[src/rtl/ahb_pkg.sv]
// Shared AHB-Lite encodings and the request record used by bus masters.
package ahb_pkg;

  typedef enum logic [1:0] {
    TRANS_IDLE   = 2'b00,
    TRANS_BUSY   = 2'b01,
    TRANS_NONSEQ = 2'b10,
    TRANS_SEQ    = 2'b11
  } htrans_e;

  typedef enum logic [2:0] {
    SIZE_BYTE  = 3'b000,
    SIZE_HALF  = 3'b001,
    SIZE_WORD  = 3'b010,
    SIZE_DWORD = 3'b011
  } hsize_e;

  typedef enum logic {
    RESP_OKAY  = 1'b0,
    RESP_ERROR = 1'b1
  } hresp_e;

  localparam int REQ_ADDR_W = 32;
  localparam int REQ_DATA_W = 64;
  localparam int REQ_SIZE_W = 3;

  typedef struct packed {
    logic                  write;
    logic [REQ_ADDR_W-1:0] addr;
    logic [REQ_SIZE_W-1:0] size;
    logic [REQ_DATA_W-1:0] wdata;
  } ahb_req_t;

endpackage

[src/rtl/ahb_lite_master_pipe.sv]
// Pipelined AHB-Lite master: address stage (_p0) overlaps data stage (_p1),
// single NONSEQ transfers, in-order responses, two-cycle ERROR handling.
module ahb_lite_master_pipe
  import ahb_pkg::*;
#(
  parameter int ADDR_W = 32,
  parameter int DATA_W = 32,
  parameter int SIZE_W = 3
) (
  input  logic              HCLK,
  input  logic              HRESET,
  input  logic              req_valid,
  output logic              req_ready,
  input  logic              req_write,
  input  logic [ADDR_W-1:0] req_addr,
  input  logic [SIZE_W-1:0] req_size,
  input  logic [DATA_W-1:0] req_wdata,
  output logic              rsp_valid,
  output logic [DATA_W-1:0] rsp_rdata,
  output logic              rsp_error,
  output logic [ADDR_W-1:0] HADDR,
  output logic [1:0]        HTRANS,
  output logic              HWRITE,
  output logic [SIZE_W-1:0] HSIZE,
  output logic [DATA_W-1:0] HWDATA,
  input  logic [DATA_W-1:0] HRDATA,
  input  logic              HREADY,
  input  logic              HRESP
);

  logic              vld_p0;
  logic              cancel_p0;
  logic              write_p0;
  logic [ADDR_W-1:0] addr_p0;
  logic [SIZE_W-1:0] size_p0;
  logic [DATA_W-1:0] wdata_p0;

  logic              vld_p1;
  logic              write_p1;
  logic [DATA_W-1:0] wdata_p1;

  logic              err_pend;
  logic              accept;
  logic              resp_err;
  logic              err_first;
  logic              err_second;
  logic              advance;

  assign resp_err   = (HRESP == RESP_ERROR);
  assign req_ready  = (!vld_p0 || HREADY) && !err_pend;
  assign accept     = req_valid && req_ready;
  assign err_first  = vld_p1 && resp_err && !HREADY;
  assign err_second = err_pend && HREADY;
  assign advance    = HREADY && !err_pend;

  assign HTRANS = (vld_p0 && !cancel_p0) ? TRANS_NONSEQ : TRANS_IDLE;
  assign HADDR  = addr_p0;
  assign HWRITE = write_p0;
  assign HSIZE  = size_p0;
  assign HWDATA = wdata_p1;

  // Control: stage valids, cancel, error tracking and the response pulse
  always_ff @(posedge HCLK or posedge HRESET) begin
    if (HRESET) begin
      vld_p0    <= 1'b0;
      cancel_p0 <= 1'b0;
      vld_p1    <= 1'b0;
      err_pend  <= 1'b0;
      rsp_valid <= 1'b0;
      rsp_error <= 1'b0;
      rsp_rdata <= '0;
    end else begin
      rsp_valid <= 1'b0;
      rsp_error <= 1'b0;
      rsp_rdata <= '0;
      if (err_second) begin
        rsp_valid <= cancel_p0;
        rsp_error <= cancel_p0;
        vld_p0    <= 1'b0;
        cancel_p0 <= 1'b0;
        err_pend  <= 1'b0;
      end else if (err_first) begin
        rsp_valid <= 1'b1;
        rsp_error <= 1'b1;
        vld_p1    <= 1'b0;
        err_pend  <= 1'b1;
        // a request taken into an empty A on this edge is cancelled as well
        vld_p0    <= vld_p0 || accept;
        cancel_p0 <= vld_p0 || accept;
      end else if (advance) begin
        if (vld_p1) begin
          rsp_valid <= 1'b1;
          rsp_error <= resp_err;
          rsp_rdata <= (write_p1 || resp_err) ? '0 : HRDATA;
        end
        vld_p1 <= vld_p0;
        vld_p0 <= accept;
      end else if (accept) begin
        vld_p0 <= 1'b1;
      end
    end
  end

  // Stage A payload: loaded only when a request is accepted
  always_ff @(posedge HCLK or posedge HRESET) begin
    if (HRESET) begin
      write_p0 <= 1'b0;
      addr_p0  <= '0;
      size_p0  <= '0;
      wdata_p0 <= '0;
    end else if (accept) begin
      write_p0 <= req_write;
      addr_p0  <= req_addr;
      size_p0  <= req_size;
      wdata_p0 <= req_wdata;
    end
  end

  // Stage D payload: follows A on each completed address phase, holds in waits
  always_ff @(posedge HCLK or posedge HRESET) begin
    if (HRESET) begin
      write_p1 <= 1'b0;
      wdata_p1 <= '0;
    end else if (advance) begin
      write_p1 <= write_p0;
      wdata_p1 <= wdata_p0;
    end
  end

endmodule

[config.mk]
export PLATFORM = sky130hd
export DESIGN_NAME = ahb_lite_master_pipe
export DESIGN_NICKNAME = d
export VERILOG_FILES = /design/src/rtl/ahb_pkg.sv /design/src/rtl/ahb_lite_master_pipe.sv
export SDC_FILE = /design/constraint.sdc
export NUM_CORES = 1
export LEC_CHECK = 0
export ABC_CLOCK_PERIOD_IN_PS = 12000
export BUFFER_PORTS_ARGS = -buffer_cell sky130_fd_sc_hd__clkbuf_2
export CAP_MARGIN = 20
export CORE_MARGIN = 1.5
export CORE_UTILIZATION = 51
export CTS_BUF_LIST = sky130_fd_sc_hd__clkbuf_16
export CTS_CLUSTER_SIZE = 40
export DETAILED_ROUTE_END_ITERATION = 10
export PLACE_DENSITY = 0.84
export SYNTH_ARGS = -nofsm -noshare
export SYNTH_HDL_FRONTEND = slang
export SYNTH_SLANG_ARGS = --single-unit
[constraint.sdc]
create_clock -name HCLK -period 12 [get_ports HCLK]
set_clock_uncertainty 0.15 [all_clocks]
set_input_delay 1.8 -clock HCLK [delete_from_list [all_inputs] [get_ports HCLK]]
set_output_delay 1.8 -clock HCLK [all_outputs]
set_load 0.01 [all_outputs]
==> flow_summary.yaml, run 1 <==
floorplanning:
  initial_core_util: 0.5253
  die-width_um: 103.1
  die_h_um: 103.1
  core_um2: 9729
  rows: 36
  die_area_um2: 10630
  ioPinCount: 210
finish:
  nets: 633
  nFillCells: 705
  post_route_cells_drive_above_1_share: 0.6285
  antenna_cells: 0
  instances_no_fill: 674
  areaGrowthSynthToFinish_pct: 32.56
  multi_input_area_um2: 1516
  seq_area_um2: 3478
sta:
  slew_viol_final: 0
  relSlewSlack: 0.3421
  max_freq_ghz: 0.2242
  hold_violations: 0
  setup_tns_ns: 0
  min_period_ns: 4.461
  fin_crit_sh: 0.3718
  worstMarginPinSlew_ns: 0.9844
  finalSetupViolCount: 0
  hold_ws_ns: 0.3388
  rsz0062_at_grt: "false"
grt:
  grt_max_degree: 73
  track_usage: 0.2060
  grt_pass1_wl_mm: 15.92
  antenna_found_initial: 0
  grt_pass1_vias: 3403
  overflow: 0
clock_tree:
  worstSkewPairLatency_ns: 0.41
  cts_max_level: 4
  postCtsSetupBuffers: 0
  clkSinkCount: 139
  cts_max_path_buffers: 2
  cts_buffers: 17
  cts_hold_buffers: 0
  root_buffer: "clkbuf_16"
  clk_pin_slew_ns: 0.06
  cts_tree: "yes"
  cts_resized: 0
placed_design:
  place_inst: 641
  place_congestion: 0.7068
  place_hpwl_mm: 7.321
  port_buffers: 208
power:
  power_leakage_uw: 0.003426
  power_density_nw_per_um2: 193.5
  irDropWorstVdd_mv: 0.1296
yosys:
  synth-seq-cells: 139
  synthDistinctLibCells: 23
  yosysWarnings: 0
  synth_top_area_frac: 0.6805
  syn_inst: 315
  synth_area_leaders: "dfrtp_1, mux2_2, and2_1"
  yosys.area.top_type: "dfrtp_1"
  seq_area_frac_synth: 0.6805
  synth_area_um2: 5111
  syn-num-nets: 420
  syn_area_per_cell_um2: 16.23
route:
  drc: 0
  wl_per_cell_um: 15.32
  initialDrtViolationCount: 85
  final_antenna_net_count: 0
  routed_wl_mm: 10.33
  vias: 3242
  first_pass_iters: 4
  via_per_inst: 4.810
critical_path:
  worstSetupStartpointType: "input port"
  worst_ep_required_time_ns: 10.05
  timing.critical_path.arrival_ns: 2.51
  critical_path_class: "input port to output port"
  critPathCaptureType: "output port"
  cp_max_fo: 12
run_status:
  status: "finished, final reports clean"
min_path:
  hp-class: "flip-flop to flip-flop"
run:
  drv_cap: 0
[flip-flops by register name, indices dropped and copies added, names as in the netlist]
signal and flops:
HADDR 32, HSIZE 3, HWDATA 32, HWRITE 1, cancel_p0 1, err_pend 1, rsp_error 1, rsp_rdata 32
rsp_valid 1, vld_p0 1, vld_p1 1, wdata_p0 32, write_p1 1
[metal layers]
layer,vias to the layer above,share of wire,global-route usage
met3,20,0.083,0.09492
met5,-,0,0
li1,1496,-,-
met1,1587,0.38,0.2241
met2,139,0.52,0.3436
met4,0,0.019,0.09667
[stage by stage]
step / cell area [um^2] / power, uW / util / setup WS (ns)
2_1_floorplan: 5111 / 744.0 / - / 6.325
3_3_place_gp: 6230 / 837.4 / 0.6403 / 7.576
3_5_place_dp: 6230 / 854.9 / 0.6403 / 7.538
4_1_cts: 6764 / 1326 / 0.6952 / 7.537
5_1_grt: 6775 / 1380 / 0.6964 / 7.450
6_report: 6775 / 1311 / 0.6964 / 7.539
[synth_stat cells]
| library cell | number |
|---|---|
| conb_1 | 1 |
| nand2b_1 | 2 |
| mux2_1 | 6 |
| a21oi_1 | 7 |
| buf_2 | 7 |
| buf_4 | 2 |
| nor2_2 | 1 |
| nor2b_1 | 2 |
| inv_1 | 2 |
| buf_6 | 4 |
| a31o_2 | 1 |
| nor4b_4 | 1 |
| nand2_1 | 1 |
| and4b_1 | 1 |
| mux2i_1 | 3 |
| clkbuf_1 | 1 |
| dfrtp_1 | 139 |
| mux2_2 | 95 |
| nor2_1 | 2 |
| clkbuf_2 | 3 |
| o22ai_1 | 1 |
| and2_1 | 32 |
| nand2b_4 | 1 |
[worst paths after layout]
path,from,endpoint,slack [ns],depth (start not counted)
max,HREADY,req_ready,7.54,4
max in group asynchronous,HRESET,HWDATA[7]$_DFFE_PP0P_,9.07,3
max reg2reg,err_pend$_DFFE_PP0P_,HADDR[27]$_DFFE_PP0P_,9.29,4
min in group asynchronous,HRESET,HADDR[14]$_DFFE_PP0P_,1.31,2
min,wdata_p0[20]$_DFFE_PP0P_,wdata_p0[20]$_DFFE_PP0P_,0.34,1
min reg2reg,wdata_p0[20]$_DFFE_PP0P_,wdata_p0[20]$_DFFE_PP0P_,0.34,1
[area by class of cell]
class                           count  share of cell area
Sequential cell                   139              0.5134
Inverter                            2            0.001847
Clock buffer                       17             0.06279
Clock inverter                     15             0.01607
Multi-Input combinational cell    157              0.2238
Timing Repair Buffer              211              0.1575
Tap cell                          133             0.02456
[cell families (layout without fill, tap and decap cells)]
logic type	after synthesis	in the layout	share of synthesized area
AO/OA/AOI/OAI	9	9	0.009792
AND/OR/NAND/NOR	43	43	0.05679
buffers and inverters	19	245	0.02374
flip-flops	139	139	0.6805
multiplexers	104	104	0.2284
other	1	1	0.0007337
[power breakdown]
part,switching (uW),total (uW),internal [uW]
registers,46.5,603,557
logic,112,239,127
clock network,189,468,279
[worst max-delay path, cell delays in order]
cell and delay, ns:
clkbuf_2 0.20, nor2b_1 0.30, nor2_1 0.07, clkbuf_2 0.14
[placed cells by master (no fill, tap or decap), types with 3 or more instances in the layout]
| cell type | count |
|---|---|
| a21oi_1 | 7 |
| clkinv_2 | 7 |
| mux2_1 | 6 |
| dfrtp_1 | 139 |
| mux2i_1 | 3 |
| clkbuf_16 | 17 |
| clkbuf_2 | 208 |
| mux2_2 | 95 |
| clkinv_1 | 3 |
| and2_1 | 32 |
Note: power is estimated with default switching activity, not from simulation.
==> run 2: changes to the inputs <==
--- a/config.mk
+++ b/config.mk
@@ -5,15 +5,16 @@
 export SDC_FILE = /design/constraint.sdc
 export NUM_CORES = 1
 export LEC_CHECK = 0
-export ABC_CLOCK_PERIOD_IN_PS = 12000
+export ABC_AREA = 1
+export ABC_CLOCK_PERIOD_IN_PS = 4100
 export BUFFER_PORTS_ARGS = -buffer_cell sky130_fd_sc_hd__clkbuf_2
 export CAP_MARGIN = 20
 export CORE_MARGIN = 1.5
-export CORE_UTILIZATION = 51
+export CORE_UTILIZATION = 44
 export CTS_BUF_LIST = sky130_fd_sc_hd__clkbuf_16
 export CTS_CLUSTER_SIZE = 40
 export DETAILED_ROUTE_END_ITERATION = 10
-export PLACE_DENSITY = 0.84
+export PLACE_DENSITY = 0.76
 export SYNTH_ARGS = -nofsm -noshare
 export SYNTH_HDL_FRONTEND = slang
 export SYNTH_SLANG_ARGS = --single-unit
==> constraint.sdc (replaced) <==
create_clock -name HCLK -period 4.1 [get_ports HCLK]
set_clock_uncertainty 0.15 [all_clocks]
set_input_delay 0.615 -clock HCLK [delete_from_list [all_inputs] [get_ports HCLK]]
set_output_delay 0.615 -clock HCLK [all_outputs]
set_load 0.01 [all_outputs]
==> flow_summary.yaml, run 2 <==
floorplanning:
  core_um2: 12010
  die_area_um2: 13010
  ioPinCount: 210
  rows: 40
  die-width_um: 114.0
  die_h_um: 114.0
  initial_core_util: 0.4517
placed_design:
  place_hpwl_mm: 8.579
  place_congestion: 0.8006
  place_inst: 897
  port_buffers: 208
yosys:
  synth-seq-cells: 139
  async_flop_share: 1.000
  syn-num-nets: 688
  synth_area_leaders: "dfrtp_1, nand2_1, nand4_1"
  yosysWarnings: 0
  synthDistinctLibCells: 16
  synth_area_um2: 5425
  synth_edf_count: 0
  yosys.area.top_type: "dfrtp_1"
  yosys-top-cells-count: "nand2_1, dfrtp_1, nand4_1, nand3_1, nor2_1"
  syn_inst: 583
  synth_top_area_frac: 0.6411
  yosysMostFrequentCell: "nand2_1"
  seq_area_frac_synth: 0.6411
  syn_area_per_cell_um2: 9.306
  ys.flop_type: "dfrtp_1"
sta:
  fin_crit_sh: 0.6339
  rsz0062_at_grt: "false"
  max_freq_ghz: 0.3848
  worstMarginPinSlew_ns: 0.8537
  hold_violations: 0
  min_period_ns: 2.599
  finalSetupViolCount: 0
  relSlewSlack: 0.4302
  setup_tns_ns: 0
  slew_viol_final: 0
finish:
  final_common_cell: "nand2_1"
  final_util: 0.5905
  areaGrowthSynthToFinish_pct: 30.74
  nFillCells: 1055
  post_route_cells_drive_above_1_share: 0.3146
  final_cell_mix: "nand2_1, clkbuf_2, dfrtp_1, nand4_1, nand3_1"
  instances_no_fill: 932
  nets: 877
  antenna_cells: 0
route:
  wl_met3_um: 994
  final_antenna_net_count: 0
  dr_wl_met2_mm: 6.385
  routed_wl_mm: 13.21
  wl_per_cell_um: 14.17
  drc: 0
  maxUsedRoutingLayer: "met5"
  via_per_inst: 5.031
  initialDrtViolationCount: 244
  vias: 4689
  m1WireLength_mm: 5.562
  first_pass_iters: 4
run_status:
  status: "finished, final reports clean"
critical_path:
  slowest_stage: "nand3_2"
  worst_ep_required_time_ns: 4.24
  r2r-end: "wdata_p0[25]$_DFFE_PP0P_"
  critPathCaptureType: "flip-flop"
  timing.critical_path.arrival_ns: 2.74
  critical_path_class: "flip-flop to flip-flop"
  worstPathCellList: "clkinv_2 > nand3_2 > buf_4 > nand2_1 > nand2_1"
  cp_max_fo: 47
  cpPeakStageDelay_ns: 0.81
  reg2regPathDepth: 5
  crit_top_cell: "nand2_1"
  worstSetupStartpointType: "flip-flop"
  regToRegSetupSlack_ns: 1.50
  r2r-start: "err_pend$_DFFE_PP0P_"
grt:
  grt_pass1_wl_mm: 21.37
  overflow: 0
  antenna_found_initial: 1
  track_usage: 0.2117
  grt_max_degree: 140
  grt_pass1_vias: 4478
run:
  drv_cap: 0
clock_tree:
  cts_buffers: 17
  cts_max_path_buffers: 2
  cts_resized: 0
  clkSinkCount: 139
  root_buffer: "clkbuf_16"
  clk_pin_slew_ns: 0.05
  cts_tree: "yes"
  cts_max_level: 4
  worstSkewPairLatency_ns: 0.41
  postCtsSetupBuffers: 0
  cts_hold_buffers: 0
power:
  irDropWorstVdd_mv: 0.2971
  power_density_nw_per_um2: 548.3
  power_leakage_uw: 0.004033
min_path:
  hp-class: "input port to async pin"
## run 2: cell count changes after synthesis, moves of 32 or more
| cell | before | now |
|---|---|---|
| mux2_2 | 95 | 0 |
| nand2_1 | 1 | 243 |
| nand4_1 | 0 | 68 |
| nor2_1 | 2 | 35 |
| and2_1 | 32 | 0 |
| nand3_1 | 0 | 40 |
## run 2: how the worst max path moves through the flow
| stage | from | endpoint | slack [ns] | depth (start not counted) |
|---|---|---|---|---|
| 4_1_cts | err_pend$_DFFE_PP0P_ | wdata_p0[25]$_DFFE_PP0P_ | 1.47 | 5 |
| 6_report | err_pend$_DFFE_PP0P_ | wdata_p0[25]$_DFFE_PP0P_ | 1.50 | 5 |
| 3_3_place_gp | err_pend$_DFFE_PP0P_ | wdata_p0[30]$_DFFE_PP0P_ | 1.55 | 5 |
| 5_1_grt | err_pend$_DFFE_PP0P_ | wdata_p0[28]$_DFFE_PP0P_ | 1.28 | 5 |
| 3_5_place_dp | HREADY | rsp_rdata[25]$_DFF_PP0_ | 1.45 | 4 |
| 2_1_floorplan | HRESET | HADDR[0]$_DFFE_PP0P_ | 1.60 | 1 |
## run 2: logic make-up after synthesis
group | after synthesis | synth area share
compound gates | 3 | 0.002767
other cells | 1 | 0.0006912
flops | 139 | 0.6411
buf+inv | 52 | 0.04474
simple gates | 388 | 0.3107
## run 2: metal layers
metal	vias up	track usage
li1	2290	-
met1	2199	0.2538
met2	174	0.3458
met3	24	0.07279
met4	2	0.09667
met5	-	0
## run 2: critical path: cells and delay by family (launching register included)
family | cells | cell delay, ns
buffers and inverters | 2 | 0.95
flip-flops | 1 | 0.40
AND/OR/NAND/NOR | 3 | 0.96
## run 2: cell type report
| class | instances | area (um^2) | area share |
|---|---|---|---|
| Clock buffer | 17 | 425.4 | 0.05998 |
| Clock inverter | 15 | 118.9 | 0.01676 |
| Inverter | 5 | 23.77 | 0.003352 |
| Multi-Input combinational cell | 392 | 1707 | 0.2406 |
| Sequential cell | 139 | 3478 | 0.4904 |
| Tap cell | 147 | 183.9 | 0.02593 |
| Timing Repair Buffer | 217 | 1156 | 0.1630 |
## run 2: per-stage QoR
stage	total power [uW]	area, um^2	setup WS, ns	hold WS, ns
3_5_place_dp	2510	6491	1.450	0.3087
5_1_grt	4118	7093	1.275	0.2422
4_1_cts	3929	7036	1.471	0.2336
3_3_place_gp	2479	6491	1.554	0.3027
6_report	3889	7093	1.501	0.2497
2_1_floorplan	2184	5429	1.600	0.2925
## run 2: power breakdown
part	total [uW]	switching (uW)	internal, uW
sequential	1750	137	1610
clock	1390	524	871
combinational	745	459	286
total	3890	1120	2770
